$ cat src/rtl/button_conditioner.sv
// Push-button conditioner for the manual single-step clock stage.
// Synchronises the raw pad input, debounces press and release, and produces a
// clean level plus one-cycle press / release / auto-repeat pulses.
module button_conditioner #(
    parameter int SYNC_STAGES     = 2,
    parameter int DEBOUNCE_CYCLES = 1000000,
    parameter int REPEAT_EN       = 1,
    parameter int REPEAT_DELAY    = 50000000,
    parameter int REPEAT_PERIOD   = 10000000,
    parameter int CNT_W           = 26
) (
    input  logic clock,
    input  logic reset,
    input  logic button_raw,
    output logic level,
    output logic press_pulse,
    output logic release_pulse,
    output logic repeat_pulse,
    output logic held_long
);

    typedef enum logic [2:0] {
        S_IDLE,
        S_PRESS_WAIT,
        S_PRESSED,
        S_REPEAT,
        S_RELEASE_WAIT
    } state_t;

    // Terminal counts; counters are cleared on state entry and compared with ==
    localparam logic [CNT_W-1:0] DEB_LAST  = CNT_W'(DEBOUNCE_CYCLES - 1);
    localparam logic [CNT_W-1:0] HOLD_LAST = CNT_W'(REPEAT_DELAY - 1);
    localparam logic [CNT_W-1:0] REP_LAST  = CNT_W'(REPEAT_PERIOD - 1);
    localparam logic [CNT_W-1:0] CNT_ONE   = CNT_W'(1);

    logic [SYNC_STAGES-1:0] sync_q, sync_d;
    logic                   btn_s;
    state_t                 state_q, state_d;
    logic [CNT_W-1:0]       cnt_q, cnt_d;
    logic [CNT_W-1:0]       hold_cnt_q, hold_cnt_d;
    logic [CNT_W-1:0]       rep_cnt_q, rep_cnt_d;
    logic                   level_q, level_d;
    logic                   press_q, press_d;
    logic                   release_q, release_d;
    logic                   repeat_q, repeat_d;
    logic                   held_q, held_d;

    // The FSM only ever looks at the last synchroniser stage
    assign btn_s = sync_q[SYNC_STAGES-1];

    // Synchroniser shift: raw pad enters at bit 0
    always_comb begin
        sync_d = {sync_q[SYNC_STAGES-2:0], button_raw};
    end

    // State register: all flops, asynchronously cleared by reset
    always_ff @(posedge clock or posedge reset) begin
        if (reset) begin
            sync_q     <= '0;
            state_q    <= S_IDLE;
            cnt_q      <= '0;
            hold_cnt_q <= '0;
            rep_cnt_q  <= '0;
            level_q    <= 1'b0;
            press_q    <= 1'b0;
            release_q  <= 1'b0;
            repeat_q   <= 1'b0;
            held_q     <= 1'b0;
        end else begin
            sync_q     <= sync_d;
            state_q    <= state_d;
            cnt_q      <= cnt_d;
            hold_cnt_q <= hold_cnt_d;
            rep_cnt_q  <= rep_cnt_d;
            level_q    <= level_d;
            press_q    <= press_d;
            release_q  <= release_d;
            repeat_q   <= repeat_d;
            held_q     <= held_d;
        end
    end

    // Next-state and counter logic; a released button always wins over counting
    always_comb begin
        state_d    = state_q;
        cnt_d      = cnt_q;
        hold_cnt_d = hold_cnt_q;
        rep_cnt_d  = rep_cnt_q;
        case (state_q)
            S_IDLE: begin
                if (btn_s) begin
                    state_d = S_PRESS_WAIT;
                    cnt_d   = CNT_ONE;
                end
            end
            S_PRESS_WAIT: begin
                if (!btn_s) begin
                    state_d = S_IDLE;
                    cnt_d   = '0;
                end else if (cnt_q == DEB_LAST) begin
                    state_d    = S_PRESSED;
                    hold_cnt_d = '0;
                end else begin
                    cnt_d = cnt_q + CNT_ONE;
                end
            end
            S_PRESSED: begin
                if (!btn_s) begin
                    state_d = S_RELEASE_WAIT;
                    cnt_d   = CNT_ONE;
                end else if ((REPEAT_EN != 0) && (hold_cnt_q == HOLD_LAST)) begin
                    state_d   = S_REPEAT;
                    rep_cnt_d = '0;
                end else if (REPEAT_EN != 0) begin
                    // Without repeat the hold counter is frozen so it can never wrap
                    hold_cnt_d = hold_cnt_q + CNT_ONE;
                end
            end
            S_REPEAT: begin
                if (!btn_s) begin
                    state_d = S_RELEASE_WAIT;
                    cnt_d   = CNT_ONE;
                end else if (rep_cnt_q == REP_LAST) begin
                    rep_cnt_d = '0;
                end else begin
                    rep_cnt_d = rep_cnt_q + CNT_ONE;
                end
            end
            S_RELEASE_WAIT: begin
                if (btn_s) begin
                    // Release bounce: resume whichever held state we came from
                    if (held_q) begin
                        state_d   = S_REPEAT;
                        rep_cnt_d = '0;
                    end else begin
                        state_d    = S_PRESSED;
                        hold_cnt_d = '0;
                    end
                end else if (cnt_q == DEB_LAST) begin
                    state_d = S_IDLE;
                    cnt_d   = '0;
                end else begin
                    cnt_d = cnt_q + CNT_ONE;
                end
            end
            default: begin
                state_d = S_IDLE;
                cnt_d   = '0;
            end
        endcase
    end

    // Output logic: registered outputs derived from the transition being taken
    always_comb begin
        level_d   = (state_d == S_PRESSED) || (state_d == S_REPEAT) ||
                    (state_d == S_RELEASE_WAIT);
        press_d   = (state_q == S_PRESS_WAIT) && (state_d == S_PRESSED);
        release_d = (state_q == S_RELEASE_WAIT) && (state_d == S_IDLE);
        repeat_d  = ((state_q == S_PRESSED) && (state_d == S_REPEAT)) ||
                    ((state_q == S_REPEAT) && btn_s && (rep_cnt_q == REP_LAST));
        // held_long survives a release debounce that started from REPEAT
        held_d    = (state_d == S_REPEAT) ||
                    ((state_d == S_RELEASE_WAIT) && held_q);
    end

    assign level         = level_q;
    assign press_pulse   = press_q;
    assign release_pulse = release_q;
    assign repeat_pulse  = repeat_q;
    assign held_long     = held_q;

endmodule

$ cat config.mk
export PLATFORM = sky130hd
export DESIGN_NAME = button_conditioner
export DESIGN_NICKNAME = d
export VERILOG_FILES = /design/src/rtl/button_conditioner.sv
export SDC_FILE = /design/constraint.sdc
export NUM_CORES = 1
export LEC_CHECK = 0
export CORE_ASPECT_RATIO = 0.8
export CORE_MARGIN = 2
export CORE_UTILIZATION = 63
export CTS_BUF_LIST = sky130_fd_sc_hd__clkbuf_8 sky130_fd_sc_hd__clkbuf_16
export DETAILED_ROUTE_END_ITERATION = 7
export GPL_ROUTABILITY_DRIVEN = 0
export PLACE_DENSITY = 0.8
export SLEW_MARGIN = 20
export SYNTH_ARGS = -nofsm -noshare
export SYNTH_HDL_FRONTEND = slang
export SYNTH_SLANG_ARGS = --single-unit
$ cat constraint.sdc
create_clock -name clock -period 3.8 [get_ports clock]
set_input_delay 0.76 -clock clock [delete_from_list [all_inputs] [get_ports clock]]
set_output_delay 0.76 -clock clock [all_outputs]
set_load 0.02 [all_outputs]
Word level (Yosys, flattened, before mapping)
Index checks and enable logic that the tools add are counted.

operators by class
  add/sub/neg operators = 3
  reductions and logical operators = 18
  multiplexer cells = 31
  equality and inequality tests = 23

operator list
  kind                   number
  $mux 26                18
  $pmux 26 s3            2
  $pmux 26 s4            1
  $add 26x1->26 const B  3
  $eq 26x20->1 const B   1
  $eq 26x24->1 const B   1
  $eq 26x26->1 const B   1
  $mux 3                 8
  $ne 2x2->1 const B     12
  $pmux 3 s5             1
  $eq 3x2->1 const B     4
  $reduce_and 7->1       1
  $eq 3x3->1 const B     2
  $logic_and 1x1->1      6
  $logic_not 3->1        2
  $reduce_and 6->1       1
  $reduce_bool 3->1      2
  $logic_or 1x1->1       4
  $reduce_and 4->1       1
  $eq 3x1->1 const B     1
  $ne 3x3->1 const B     1
  $reduce_or 2->1        1
  $mux 1                 1

storage, ports and cells
  output and inout port bits = 5
  input bits = 3
  bits in registers = 88

Longest topological paths before layout
  depth in word-level cells = 7
  mapped depth = 9
  mapped depth without buffers = 7

Worst setup path before layout
OpenSTA, ideal clock, no wires.

  path kind = register to register
  start = register cnt_q[7]
  end = register cnt_q[10]
  slack = 1.442 ns
  buffers on the path = 2
  cell stages (with the launch flop) = 9
  library setup time = 0.130 ns
  arrival time = 2.228 ns
  path through = dfrtp_1 or4b_1 or4_4 or2_1 buf_6 and2_1 buf_2 a22oi_1 o21ai_0

between the ends
  cells in the longest elaborated chain, start to end = 4

RTL lines
  element                                               RTL line  source
  from (decl)                                           39        logic [CNT_W-1:0] cnt_q, cnt_d;
  from (signal assigned)                                72        cnt_q <= cnt_d;
  $add 26x1->26 / $eq 26x20->1 (equally long branches)  n/a
  $mux 26, on equally long branches                     139, 100
  $mux 26, on equally long branches                     130, 97
  $pmux 26 s4                                           89        case (state_q)

Parallel ways exist; a longest one is shown, timed or not. The select of a mux whose other input is x is not followed.
A chain may end at the register's enable or synchronous reset.

Worst setup path in the final report
  start = register cnt_q[7]
  end = register hold_cnt_q[14]

between the ends
  cells in the longest elaborated chain, start to end = 3

RTL lines
  element                     RTL line  source
  $eq 26x20->1                100       end else if (cnt_q == DEB_LAST) begin
  $ne 2x2->1 (no line)        n/a
  $reduce_and 7->1 (no line)  n/a
  to (signal assigned)        73        hold_cnt_q <= hold_cnt_d;
  to (decl)                   40        logic [CNT_W-1:0] hold_cnt_q, hold_cnt_d;

No other way between the ends.

==> flow_summary.toml <==
[status]
status = "finished, final reports clean"

[worst_setup_path]
arrival_ps = 3160
critical_path_required_ps = 4040
critPathKind = "reg -> reg"
startpoint_type = "register"
max_stage_delay_ps = 550
cp_cell_sequence = "or4b_1 > or4_4 > nor3b_1 > o21ai_1 > buf_4 > o21ai_0 > o21ai_0"
timing.rr.start = "cnt_q[7]"
path_common_cell = "o21ai_0"
r2r_slack_ps = 880
cp-end-kind = "register"
critPathMaxFanout = 13
cp_slowest_cell = "or4b_1"
r2r_end = "hold_cnt_q[14]"
reg2reg_depth = 7

[timing]
setup-violations-final = 0
hold_violations = 0
min_period_ps = 2920
slew_violations = 0
fin_crit_sh = 0.769
whs_ps = 361
timing.fmax_ghz = 0.342
rsz0062_at_grt = "no"
tns_ps = 0
max_slew_margin = 0.293
clock_skew_ps = 12.5
worst_slew_pin_slew_ps = 1060

[detailed_routing]
drtPass1Iterations = 5
wire_per_inst_um = 17.4
routed_wl_um = 11800
via_count = 4499
viasPerCell = 6.62
antenna_left = 0
drt-initial-drc-count = 348
drc_errors = 0

[floorplanning]
die_h_um = 83.1
die_w_um = 103
start_util = 0.657
ioPinCount = 8
die_area_mm2 = 0.00854
coreArea_mm2 = 0.00750
row_count = 28

[final_layout]
final_common_cell = "dfrtp_1"
mostFrequentLayoutCells = "88 x dfrtp_1, 67 x o21ai_0, 55 x nand2_1"
fill_cells = 590
fin_nets = 576
antenna_cells_inserted = 0
area_growth_pct = 6.28
drive_gt1_frac = 0.0522

[clocking]
cts_tree = "yes"
clock_sinks = 88
postCtsSetupRepairBufs = 0
cts_buffer_depth = 2
cts_resized = 0
hold_buffers = 0
h-tree-depth = 3
clockRootBuffer = "clkbuf_8"
insertion_delay_ps = 380
clk_pin_slew_ps = 90
cts_buffers = 9

[grt]
grt_pass1_wl_um = 20300
use_met3 = 0.0614
met1_usage = 0.456
grtUsageTotal = 0.298
grt.busiest_layer = "met1"
grt_overflow = 0
grt_max_degree = 72
antenna_found_initial = 0
grt_pass1_vias = 4145
met2_usage = 0.426

[yosys]
netlist_area_mm2 = 0.00492
synth_ff_type = "dfrtp_1"
syn_area_per_cell_um2 = 8.61
seq_area_frac_synth = 0.447
synth_edf_count = 0
synth-seq-cells = 88
synth_cell_types = 54
synth_fp_nets = 578
async_flop_share = 1.00
syn_inst = 572
synth_warnings = 0

[place]
place_hpwl_um = 7950
io_buffers = 7

[run]
max_cap_violations = 0

[min_path]
hold_end = "sync_q[1]"
min_path_type = "reg -> reg"
hold_start = "sync_q[0]"
whs_path_depth = 0

[pwr]
p_leak_nw = 2.16
p_per_area_mw_per_mm2 = 317
peakVddDrop_v = 0.000231
[per-stage QoR]
stage	setup slack [ps]	utilization	power, mW	area [um2]	cells
CTS	927	0.698	1.67	5230	680
floorplan	761	-	1.03	4920	572
detailed placement	963	0.673	1.06	5050	664
finish	880	0.698	1.66	5230	680
global route	683	0.698	1.72	5230	680
global placement	1020	0.673	1.05	5050	664
[flip-flops by register name, summed over array words and instances (netlist names)]
signal,count
level,1
sync_q,2
hold_cnt_q,26
repeat_pulse,1
rep_cnt_q,26
cnt_q,26
release_pulse,1
held_long,1
press_pulse,1
state_q,3
[worst max-delay path, delay by kind of cell (launching register included)]
kind / cells / cell delay, ps
AOI/OAI and AO/OA: 3 / 650
DFF: 1 / 430
buffers and inverters: 1 / 310
and+or+nand+nor: 3 / 1390
[how the worst max path moves through the flow]
| stage | from | to | slack (ps) | cells after the start |
|---|---|---|---|---|
| detailed placement | cnt_q[7] | hold_cnt_q[16] | 960 | 7 |
| CTS | cnt_q[7] | hold_cnt_q[16] | 930 | 7 |
| finish | cnt_q[7] | hold_cnt_q[14] | 880 | 7 |
| global placement | cnt_q[7] | hold_cnt_q[22] | 1020 | 7 |
| floorplan | reset | cnt_q[0] | 760 | 1 |
| global route | state_q[2] | hold_cnt_q[16] | 680 | 7 |
[area by class of cell]
cell class,instances,area (um2),share of cell area
inverters,14,53.8,0.0103
multi-input cells,444,2530,0.484
repair buffers,13,128,0.0244
clock inverters,4,18.8,0.00359
clock buffers,12,165,0.0316
flip-flops and latches,88,2200,0.421
well taps,105,131,0.0251
[cells by family (layout without fill, tap and decap cells)]
| logic type | after synthesis | after routing | share of synthesized area |
|---|---|---|---|
| xor+xnor | 12 | 12 | 0.0213 |
| fa+ha+maj | 3 | 3 | 0.00762 |
| compound gates | 171 | 171 | 0.211 |
| buf+inv | 40 | 43 | 0.0381 |
| mux | 2 | 2 | 0.00407 |
| simple gates | 256 | 256 | 0.271 |
| flops | 88 | 88 | 0.447 |
[per-layer routing]
metal	routed length, um	vias to the layer above	part of all wire
met3	827	23	0.070
met1	5490	2174	0.47
met4	232	0	0.020
li1	-	2120	-
met5	0	-	0
met2	5250	182	0.44
[synth_stat cells, drive strengths merged, types with 7 or more instances]
cell type	n	area share
and3	9	0.011
a21o	10	0.015
o31ai	13	0.020
a31oi	26	0.034
nor4	14	0.021
a21oi	29	0.029
nand4	19	0.024
clkbuf	17	0.013
nor3	23	0.023
buf	9	0.014
nor2	53	0.040
xnor2	12	0.021
nand2	55	0.042
inv	14	0.011
nand3	37	0.038
and4	7	0.012
dfrtp	88	0.45
o21ai	70	0.071
[power breakdown]
part | internal (mW) | switching, mW | total (mW)
clock | 0.286 | 0.334 | 0.620
sequential | 0.947 | 0.0194 | 0.967
combinational | 0.0227 | 0.0483 | 0.0710
total | 1.26 | 0.401 | 1.66
Power figures use the tool's default switching activity.
